`src/rtl/pipeline_pkg.sv`:
```
// Shared pipeline types: ALU operation codes, forwarding-source select and default widths.
package pipeline_pkg;

  localparam int DATA_WIDTH_DEF     = 32;
  localparam int REG_ADDR_WIDTH_DEF = 5;

  typedef enum logic [2:0] {
    ALU_ADD = 3'b000,
    ALU_SUB = 3'b001,
    ALU_AND = 3'b010,
    ALU_OR  = 3'b011,
    ALU_SLT = 3'b101
  } alu_op_t;

  typedef enum logic [1:0] {
    REG   = 2'd0,
    MEMWB = 2'd1,
    EXMEM = 2'd2
  } fwdsel_t;

endpackage

```
`src/rtl/forward_unit.sv`:
```
// Picks the forwarding source for one EX-stage source register; the younger EX/MEM result wins.
module forward_unit
  import pipeline_pkg::*;
#(
  parameter int AW = REG_ADDR_WIDTH_DEF
) (
  input  logic [AW-1:0] rs_i,
  input  logic [AW-1:0] exmem_rd_i,
  input  logic          exmem_regwrite_i,
  input  logic [AW-1:0] memwb_rd_i,
  input  logic          memwb_regwrite_i,
  output fwdsel_t       sel_o
);

  always_comb begin
    sel_o = REG;
    if (exmem_regwrite_i && (exmem_rd_i != '0) && (exmem_rd_i == rs_i)) begin
      sel_o = EXMEM;
    end else if (memwb_regwrite_i && (memwb_rd_i != '0) && (memwb_rd_i == rs_i)) begin
      sel_o = MEMWB;
    end
  end

endmodule

```
`src/rtl/id_ex_stage.sv`:
```
// ID/EX pipeline register: latches decode fields, detects RAW hazards and forwards ALU operands.
// Build option ID_EX_FWD_EN enables forwarding; without it, RAW hazards stall until writeback.
module id_ex_stage
  import pipeline_pkg::*;
#(
  parameter int DATA_WIDTH     = DATA_WIDTH_DEF,
  parameter int REG_ADDR_WIDTH = REG_ADDR_WIDTH_DEF
) (
  input  logic                      clk,
  input  logic                      rst_n,
  input  logic                      idvalid,
  input  logic [REG_ADDR_WIDTH-1:0] idrs1,
  input  logic [REG_ADDR_WIDTH-1:0] idrs2,
  input  logic                      idusesrs1,
  input  logic                      idusesrs2,
  input  logic [REG_ADDR_WIDTH-1:0] idrd,
  input  logic [DATA_WIDTH-1:0]     idrd1,
  input  logic [DATA_WIDTH-1:0]     idrd2,
  input  logic [DATA_WIDTH-1:0]     idimm,
  input  logic                      idalusrc,
  input  logic [2:0]                idalucontrol,
  input  logic                      idregwrite,
  input  logic                      idmemread,
  input  logic                      idmemwrite,
  input  logic                      flush,
  input  logic [REG_ADDR_WIDTH-1:0] exmemrd,
  input  logic                      exmemregwrite,
  input  logic [DATA_WIDTH-1:0]     exmemresult,
  input  logic [REG_ADDR_WIDTH-1:0] memwbrd,
  input  logic                      memwbregwrite,
  input  logic [DATA_WIDTH-1:0]     memwbresult,
  output logic                      stall,
  output logic [DATA_WIDTH-1:0]     aluop1,
  output logic [DATA_WIDTH-1:0]     aluop2,
  output logic [2:0]                alucontrol,
  output logic [DATA_WIDTH-1:0]     storedata,
  output logic                      exvalid,
  output logic [REG_ADDR_WIDTH-1:0] exrd,
  output logic                      exregwrite,
  output logic                      exmemread,
  output logic                      exmemwrite
);

  logic                      valid_q, valid_d;
  logic [REG_ADDR_WIDTH-1:0] rs1_q, rs1_d, rs2_q, rs2_d, rd_q, rd_d;
  logic [DATA_WIDTH-1:0]     rd1_q, rd1_d, rd2_q, rd2_d, imm_q, imm_d;
  logic                      alusrc_q, alusrc_d;
  logic [2:0]                aluctl_q, aluctl_d;
  logic                      regwrite_q, regwrite_d;
  logic                      memread_q, memread_d;
  logic                      memwrite_q, memwrite_d;

  logic                      ex_dep, hazard;
  fwdsel_t                   fwd1_sel, fwd2_sel;
  logic [DATA_WIDTH-1:0]     fwd_rs1, fwd_rs2;

  assign ex_dep = (rd_q != '0) &&
                  ((idusesrs1 && (idrs1 == rd_q)) || (idusesrs2 && (idrs2 == rd_q)));

`ifdef ID_EX_FWD_EN
  // Only a load in EX cannot be forwarded in time.
  assign hazard = valid_q && memread_q && ex_dep;
`else
  logic mem_dep;
  assign mem_dep = exmemregwrite && (exmemrd != '0) &&
                   ((idusesrs1 && (idrs1 == exmemrd)) || (idusesrs2 && (idrs2 == exmemrd)));
  assign hazard  = (valid_q && regwrite_q && ex_dep) || mem_dep;
`endif

  assign stall = idvalid && hazard && !flush;

  always_comb begin
    valid_d    = 1'b0;
    rs1_d      = '0;
    rs2_d      = '0;
    rd_d       = '0;
    rd1_d      = '0;
    rd2_d      = '0;
    imm_d      = '0;
    alusrc_d   = 1'b0;
    aluctl_d   = '0;
    regwrite_d = 1'b0;
    memread_d  = 1'b0;
    memwrite_d = 1'b0;
    if (!(flush || hazard)) begin
      valid_d    = idvalid;
      rs1_d      = idrs1;
      rs2_d      = idrs2;
      rd_d       = idrd;
      rd1_d      = idrd1;
      rd2_d      = idrd2;
      imm_d      = idimm;
      alusrc_d   = idalusrc;
      aluctl_d   = idalucontrol;
      regwrite_d = idregwrite && idvalid;
      memread_d  = idmemread && idvalid;
      memwrite_d = idmemwrite && idvalid;
    end
  end

  always_ff @(posedge clk or negedge rst_n) begin
    if (!rst_n) begin
      valid_q    <= 1'b0;
      rs1_q      <= '0;
      rs2_q      <= '0;
      rd_q       <= '0;
      rd1_q      <= '0;
      rd2_q      <= '0;
      imm_q      <= '0;
      alusrc_q   <= 1'b0;
      aluctl_q   <= '0;
      regwrite_q <= 1'b0;
      memread_q  <= 1'b0;
      memwrite_q <= 1'b0;
    end else begin
      valid_q    <= valid_d;
      rs1_q      <= rs1_d;
      rs2_q      <= rs2_d;
      rd_q       <= rd_d;
      rd1_q      <= rd1_d;
      rd2_q      <= rd2_d;
      imm_q      <= imm_d;
      alusrc_q   <= alusrc_d;
      aluctl_q   <= aluctl_d;
      regwrite_q <= regwrite_d;
      memread_q  <= memread_d;
      memwrite_q <= memwrite_d;
    end
  end

  forward_unit #(.AW(REG_ADDR_WIDTH)) u_fwd_rs1 (
    .rs_i             (rs1_q),
    .exmem_rd_i       (exmemrd),
    .exmem_regwrite_i (exmemregwrite),
    .memwb_rd_i       (memwbrd),
    .memwb_regwrite_i (memwbregwrite),
    .sel_o            (fwd1_sel)
  );

  forward_unit #(.AW(REG_ADDR_WIDTH)) u_fwd_rs2 (
    .rs_i             (rs2_q),
    .exmem_rd_i       (exmemrd),
    .exmem_regwrite_i (exmemregwrite),
    .memwb_rd_i       (memwbrd),
    .memwb_regwrite_i (memwbregwrite),
    .sel_o            (fwd2_sel)
  );

`ifdef ID_EX_FWD_EN
  function automatic logic [DATA_WIDTH-1:0] fwd_mux(input fwdsel_t sel,
                                                    input logic [DATA_WIDTH-1:0] reg_v,
                                                    input logic [DATA_WIDTH-1:0] exmem_v,
                                                    input logic [DATA_WIDTH-1:0] memwb_v);
    case (sel)
      EXMEM:   return exmem_v;
      MEMWB:   return memwb_v;
      default: return reg_v;
    endcase
  endfunction

  assign fwd_rs1 = fwd_mux(fwd1_sel, rd1_q, exmemresult, memwbresult);
  assign fwd_rs2 = fwd_mux(fwd2_sel, rd2_q, exmemresult, memwbresult);
`else
  // Stalls guarantee the register file already holds the value.
  logic unused_fwd;
  assign fwd_rs1    = rd1_q;
  assign fwd_rs2    = rd2_q;
  assign unused_fwd = ^{fwd1_sel, fwd2_sel, exmemresult, memwbresult};
`endif

  assign aluop1     = fwd_rs1;
  assign aluop2     = alusrc_q ? imm_q : fwd_rs2;
  assign storedata  = fwd_rs2;
  assign alucontrol = aluctl_q;
  assign exvalid    = valid_q;
  assign exrd       = rd_q;
  assign exregwrite = regwrite_q;
  assign exmemread  = memread_q;
  assign exmemwrite = memwrite_q;

endmodule

```
`config.mk`:
```
export PLATFORM = sky130hd
export DESIGN_NAME = id_ex_stage
export DESIGN_NICKNAME = d
export VERILOG_FILES = /design/src/rtl/pipeline_pkg.sv /design/src/rtl/forward_unit.sv /design/src/rtl/id_ex_stage.sv
export SDC_FILE = /design/constraint.sdc
export NUM_CORES = 1
export LEC_CHECK = 0
export BUFFER_PORTS_ARGS = -buffer_cell sky130_fd_sc_hd__buf_2
export CORE_AREA = 3 3 120 122
export CTS_CLUSTER_SIZE = 28
export DETAILED_ROUTE_END_ITERATION = 16
export DIE_AREA = 0 0 123 125
export SYNTH_ARGS = -nofsm -noshare
export SYNTH_HDL_FRONTEND = slang
export SYNTH_SLANG_ARGS = --single-unit
```
`constraint.sdc`:
```
create_clock -name clk -period 3.4 [get_ports clk]
set_input_delay 1.02 -clock clk [delete_from_list [all_inputs] [get_ports clk]]
set_output_delay 1.02 -clock clk [all_outputs]
set_load 0.01 [all_outputs]
```
# Word-level counts from Yosys, hierarchy flattened
# Cells that the tools add are included.
# totals
wordCells,46
out_inout_bits,109
regBits,109
inputBits,200
# op_classes
reduce_logical,21
eq_ne,4
mux,11
# op_table
op,count
32-bit 2-to-1 mux,4
5-bit == test,4
1-bit logical AND,14
5-bit nonzero test,2
1-bit 2-to-1 mux,5
5-bit 2-to-1 mux,1
1-bit logical OR,4
3-bit 2-to-1 mux,1
1-bit zero test,1

# Depth between registers and ports, before layout
# Gate-level depths: netlist of the first run.
# logic_depth
ltp_word,8
depth_mapped,7
mapped_depth_nobuf,5

# Worst setup path before layout of the first run
# OpenSTA, ideal clock, no wires.
# synth_timing
path_type,input to output
startpoint,in exmemrd[1]
endpoint,out stall
path_stages,4
t_required_ns,2.380
setup_slack_ns,0.293
arrival_ns,2.087
path_buffers,0
cell_sequence,or4_1 o21a_1 a22oi_1 nor2b_1
# synth_via
elab_chain_cells,7
word_cells_on_any_way,11
cone_classes,eq/ne (2); reduce/logical (9)
# synth_rtl
element,line,text
from (decl),id_ex_stage.sv:26,"input logic [REG_ADDR_WIDTH-1:0] exmemrd,"
5-bit == test,id_ex_stage.sv:66,((idusesrs1 && (idrs1 == exmemrd)) || (idusesrs2 && (idrs2 == exmemrd)));
1-bit logical AND,id_ex_stage.sv:66,
1-bit logical OR,id_ex_stage.sv:66,
1-bit logical AND *,id_ex_stage.sv:65,assign mem_dep = exmemregwrite && (exmemrd != '0) &&
1-bit logical OR *,id_ex_stage.sv:67,assign hazard = (valid_q && regwrite_q && ex_dep) || mem_dep;
1-bit logical AND * (2 in a row),id_ex_stage.sv:70,assign stall = idvalid && hazard && !flush;
to (decl),id_ex_stage.sv:32,"output logic stall,"
# Mark *: on every way between the ends. The rest lies on a longest branch, timed or not.

# Worst setup path after layout of the first run
# Ends and elaborated chain as after synthesis.

==> impl_metrics.csv, run 1 <==
group,metric,value,unit
outcome,status,"finished clean",
synth,synth_cells,303,
clocking,cts-hold-fix-buffers,0,
route,routedWlPerCell,14.5,um
worst_setup_path,slowest_delay,0.51,ns
layout,layout_common_cells,"237 x buf_2, 109 x dfrtp_1, 94 x and2_1, 32 x mux2_2, 20 x xnor2_1",
floorplan,die_w,123,um
route,drt-pass1-iter-count,4,
layout,final_common_cell,"buf_2",
layout,syn_to_final_growth,40.6,%
timing,min_period,3.31,ns
worst_setup_path,path_cells,"buf_2, or4_1, o21a_1, a22oi_2, nor2b_1, buf_2",
place,hpwl,8.06,mm
timing,tightest_slew,0.733,ns
place,portBuffers,238,
worst_setup_path,required,2.38,ns
route,wirelength,10.5,mm
synth,yosys_warnings,0,
worst_setup_path,ff2ff_path_depth,5,
clocking,numCtsBuffers,9,
synth,syn_nets,503,
timing,fmax,0.303,GHz
power,p_per_area,480,nW/um2
route,antenna_left,0,
timing,layout_setup_ws,0.0945,ns
timing,grt_setup_unrepaired,"false",
clocking,cts_post_setup_buffers_inserted,0,
clocking,ctsResizeCount,1,
layout,antenna_cells,0,
route,drcViolationCount,0,
worst_setup_path,r2r_end,"alucontrol[1]$_DFF_PN0_",
place,placed_area,5590,um2
synth,synth-seq-cells,109,
floorplan,core,13300,um2
global_route,first_global_vias,3329,
floorplan,rows,42,
timing,max-slew-margin-rel,51.1,%
synth,synth.distinct_cells,20,
power,ir_worst_vdd,298,uV
timing,hold_viol,0,
job,cap_viol_max_count,0,
synth,synth_area,4200,um2
global_route,grt_pass1_wl,16.4,mm
clocking,htreeDepth,3,
worst_setup_path,arrival,2.29,ns
worst_setup_path,worstSetupEndpointType,"primary output",
clocking,cts_root_buf,"clkbuf_16",
clocking,cts_tree,"yes",
global_route,overflow,0,
floorplan,die_h,125,um
place,dp.cells,712,
route,avgViaCountPerCell,4.24,
worst_setup_path,start_kind,"input pin",
worst_setup_path,cp_top_family,"simple AND/OR/NAND/NOR gates",
clocking,clock_sinks,109,
worst_setup_path,path_class,"input pin to primary output",
global_route,grt.total_usage,13.7,%
timing,min_period_over_period,97.2,%
power,finalPower,2.83,mW
place,routabilityCongestion,0.848,
layout,fillers,1284,
timing,setup_viol,0,
min_path,hold_path_class,"input pin to async pin",
worst_setup_path,worst-path-buf-inv,2,
global_route,grt_max_degree,59,
route,vias,3085,
layout,utilization,44.4,%
layout,finish.instance_area,5910,um2
clocking,clkLatencyLatePin,0.34,ns
route,dr.first_iter.drc_count,118,
timing,slew_viol_final,0,
floorplan,start_util,31.6,%
synth,synth_area_per_cell,13.9,um2
worst_setup_path,r2r_slack,1.27,ns
worst_setup_path,r2r_start,"exrd[0]$_DFF_PN0_",
floorplan,num_io_pins,309,
clocking,clk_pin_slew_worst_paths,0.07,ns
layout,nNetsFinal,747,
worst_setup_path,cp_slowest_cell,"or4_1",
timing,clock_skew,0.00643,ns
worst_setup_path,crit_path_max_fanout,3,
synth,yosysSeqAreaShare,65.0,%
layout,instances_no_fill,728,
global_route,grt_antenna_before_repair,0,
place,dp_slack,-0.00169,ns
clocking,cts_buffer_depth,2,
layout,drive_gt1_share,56.2,%
floorplan,dieArea,15400,um2
worst_setup_path,critPathMostFrequentCell,"buf_2",
power,total_leakage_power,3.17,nW
==> final cells by class <==
type / instances / area (um2) / area share [%]
multi-input cells: 179 / 1370 / 23.2
repair buffers: 248 / 1280 / 21.7
clock inverters: 5 / 56.3 / 0.953
clock buffers: 11 / 253 / 4.28
flip-flops and latches: 109 / 2730 / 46.2
well taps: 176 / 220 / 3.73
==> synthesized netlist by cell type, drive strengths merged <==
library cell / n / share of area [%]
clkbuf: 6 / 0.54
or4: 1 / 0.18
xnor2: 20 / 4.2
and2: 106 / 16
nand4: 4 / 0.60
mux2: 32 / 8.6
or3: 1 / 0.15
nand2: 4 / 0.36
o311a: 1 / 0.24
dfrtp: 109 / 65
a22oi: 1 / 0.18
a221oi: 1 / 0.36
and3: 3 / 0.45
o21a: 1 / 0.18
nor2b: 2 / 0.30
o22ai: 2 / 0.30
buf: 9 / 2.3
==> where the power goes <==
group          switching, mW  internal, mW  leakage (nW)
sequential            0.0261          1.37          1.41
combinational          0.183         0.195          1.61
clock                  0.453         0.611         0.152
total                  0.662          2.17          3.17
==> worst max-delay path by stage <==
| stage | start | end | slack [ns] | cells after the start |
|---|---|---|---|---|
| after global routing | exmemrd[1] | stall | 0.01 | 6 |
| final | exmemrd[1] | stall | 0.09 | 6 |
| after CTS | exmemrd[1] | stall | 0.07 | 6 |
| after detailed placement | exmemrd[1] | stall | -0.002 | 6 |
| after global placement | exmemrd[1] | stall | 0.007 | 6 |
| after floorplan | exmemrd[1] | stall | 0.29 | 4 |
==> worst register-to-register path: cells and delay by family (launching register included) <==
kind	cells	cell delay [ns]
compound gates	2	0.66
buf+inv	1	0.36
flops	1	0.44
simple gates	2	0.60
==> per-stage QoR <==
stage                     setup TNS [ns]  hold slack, ns
after floorplan                        0           0.724
after global placement                 0            1.06
after detailed placement        -0.00169            1.06
after CTS                              0           0.751
after global routing                   0           0.783
final                                  0           0.728
==> logic make-up after synthesis <==
group / after synthesis / synth area share, %
DFF: 109 / 65.0
AOI/OAI and AO/OA: 6 / 1.25
and+or+nand+nor: 121 / 18.2
xor gates and xnor gates: 20 / 4.17
buffers and inverters: 15 / 2.86
muxes: 32 / 8.58
==> registers in the layout (all words and copies together), names as in the netlist <==
| signal | count |
|---|---|
| exmemwrite | 1 |
| storedata | 32 |
| aluop1 | 32 |
| alusrc_q | 1 |
| exmemread | 1 |
| exrd | 5 |
| alucontrol | 3 |
| exvalid | 1 |
| imm_q | 32 |
| exregwrite | 1 |
==> layer usage <==
metal / vias up / wire length [um] / GRT usage (%)
li1: 1454 / - / -
met1: 1460 / 4230 / 16.4
met2: 154 / 5010 / 22.1
met3: 17 / 1060 / 4.97
met4: 0 / 238 / 6.12
met5: - / 0 / 0
No activity file was read; power rests on OpenSTA's default activity.
==> inputs of run 2 (changes only) <==
CORE_AREA = 2 2 120 122   (was 3 3 120 122)
DIE_AREA = 0 0 122 124   (was 0 0 123 125)
==> impl_metrics.csv, run 2 (synthesis results as in run 1) <==
group,metric,value,unit
outcome,status,"finished clean",
layout,syn_to_final_growth,40.1,%
timing,setup_viol,0,
worst_setup_path,crit_path_max_fanout,3,
route,wirelength,10.2,mm
clocking,cts_root_buf,"clkbuf_16",
timing,slew_viol_final,0,
min_path,hold_path_class,"input pin to async pin",
floorplan,num_io_pins,309,
clocking,clk_pin_slew_worst_paths,0.07,ns
worst_setup_path,path_class,"input pin to primary output",
job,cap_viol_max_count,0,
global_route,overflow,0,
layout,nNetsFinal,745,
route,routedWlPerCell,14.0,um
timing,fin_tns_setup,0,ns
route,avgViaCountPerCell,4.19,
global_route,grt_antenna_before_repair,0,
route,dr.first_iter.drc_count,95,
timing,hold_viol,0,
global_route,first_global_vias,3224,
clocking,htreeDepth,3,
floorplan,core,13700,um2
timing,grt_setup_unrepaired,"false",
timing,min_period,3.28,ns
floorplan,die_w,122,um
place,routabilityCongestion,0.880,
layout,drive_gt1_share,56.0,%
clocking,clock_sinks,109,
route,antenna_left,0,
floorplan,dieArea,15100,um2
worst_setup_path,required,2.38,ns
worst_setup_path,arrival,2.26,ns
global_route,grt_pass1_wl,15.5,mm
layout,seqCellArea,2730,um2
place,placed_area,5590,um2
worst_setup_path,worstSetupEndpointType,"primary output",
worst_setup_path,r2r_slack,1.27,ns
timing,fmax,0.305,GHz
timing,max-slew-margin-rel,72.6,%
layout,fillers,1332,
power,total_leakage_power,3.15,nW
layout,antenna_cells,0,
route,drcViolationCount,0,
worst_setup_path,start_kind,"input pin",
power,finalPower,2.74,mW
layout,finish.instance_area,5880,um2
place,hpwl,7.86,mm
floorplan,rows,43,
timing,min_period_over_period,96.5,%
timing,layout_setup_ws,0.119,ns
layout,final_common_cell,"buf_2",
route,vias,3062,
timing,holdWs,0.603,ns
power,p_per_area,466,nW/um2
place,dp_slack,0.0855,ns
timing,clock_skew,0.00591,ns
clocking,cts_buffer_depth,2,
timing,tightest_slew,0.411,ns
layout,multiInputGateArea,1370,um2
layout,layout_common_cells,"237 x buf_2, 109 x dfrtp_1, 94 x and2_1, 32 x mux2_2, 20 x xnor2_1",
place,portBuffers,238,
clocking,cts_tree,"yes",
power,ir_worst_vdd,194,uV
floorplan,start_util,30.6,%
clocking,clkLatencyLatePin,0.34,ns
clocking,numCtsBuffers,9,
route,drt-pass1-iter-count,4,
floorplan,die_h,124,um
global_route,grt.total_usage,13.5,%
global_route,grt_max_degree,69,
clocking,cts_post_setup_buffers_inserted,0,
run 2: power breakdown:
| part | switching (mW) | internal [mW] | leakage [nW] |
|---|---|---|---|
| clock network | 0.439 | 0.533 | 0.138 |
| logic | 0.185 | 0.196 | 1.61 |
| registers | 0.0255 | 1.37 | 1.41 |
run 2: path summary, 6_finish.rpt:
path                                       from                endpoint  depth (start not counted)
min in group clk                      idrd1[20]    aluop1[20]$_DFF_PN0_                          2
max reg2reg                   exrd[0]$_DFF_PN0_      alusrc_q$_DFF_PN0_                          5
min reg2reg                exregwrite$_DFF_PN0_       exvalid$_DFF_PN0_                          4
max                                  exmemrd[1]                   stall                          6
max in group asynchronous                 rst_n  storedata[7]$_DFF_PN0_                          2
min                                       rst_n     imm_q[12]$_DFF_PN0_                          1
run 2: timing repair:
item                                    CTS  global route
endpoints found under the hold margin     0             0
gates resized for setup                   0             2
hold buffers                              0             0
endpoints found under the setup margin    0             1
run 2: final cells by class:
class / count / area share (%)
tap: 180 / 3.83
clock inverter: 4 / 0.383
sequential: 109 / 46.4
multi-input combinational: 179 / 23.3
timing repair buffer: 246 / 21.7
clock buffer: 12 / 4.36
run 2: critical path: stages:
cell and delay (ns):
buf_2 0.12, or4_1 0.51, o21a_1 0.21, a22oi_2 0.18, nor2b_1 0.08, buf_2 0.14
run 2: metrics by stage:
stage,utilization [%],cells
after floorplan,-,303
after global placement,40.8,714
after detailed placement,40.8,714
after CTS,42.8,730
after global routing,42.9,730
final,42.9,730
run 2: layer usage:
layer	track usage, %	wire [um]
met5	0	0
met3	5.31	1040
met4	6.11	188
met1	15.1	3960
met2	22.6	5010
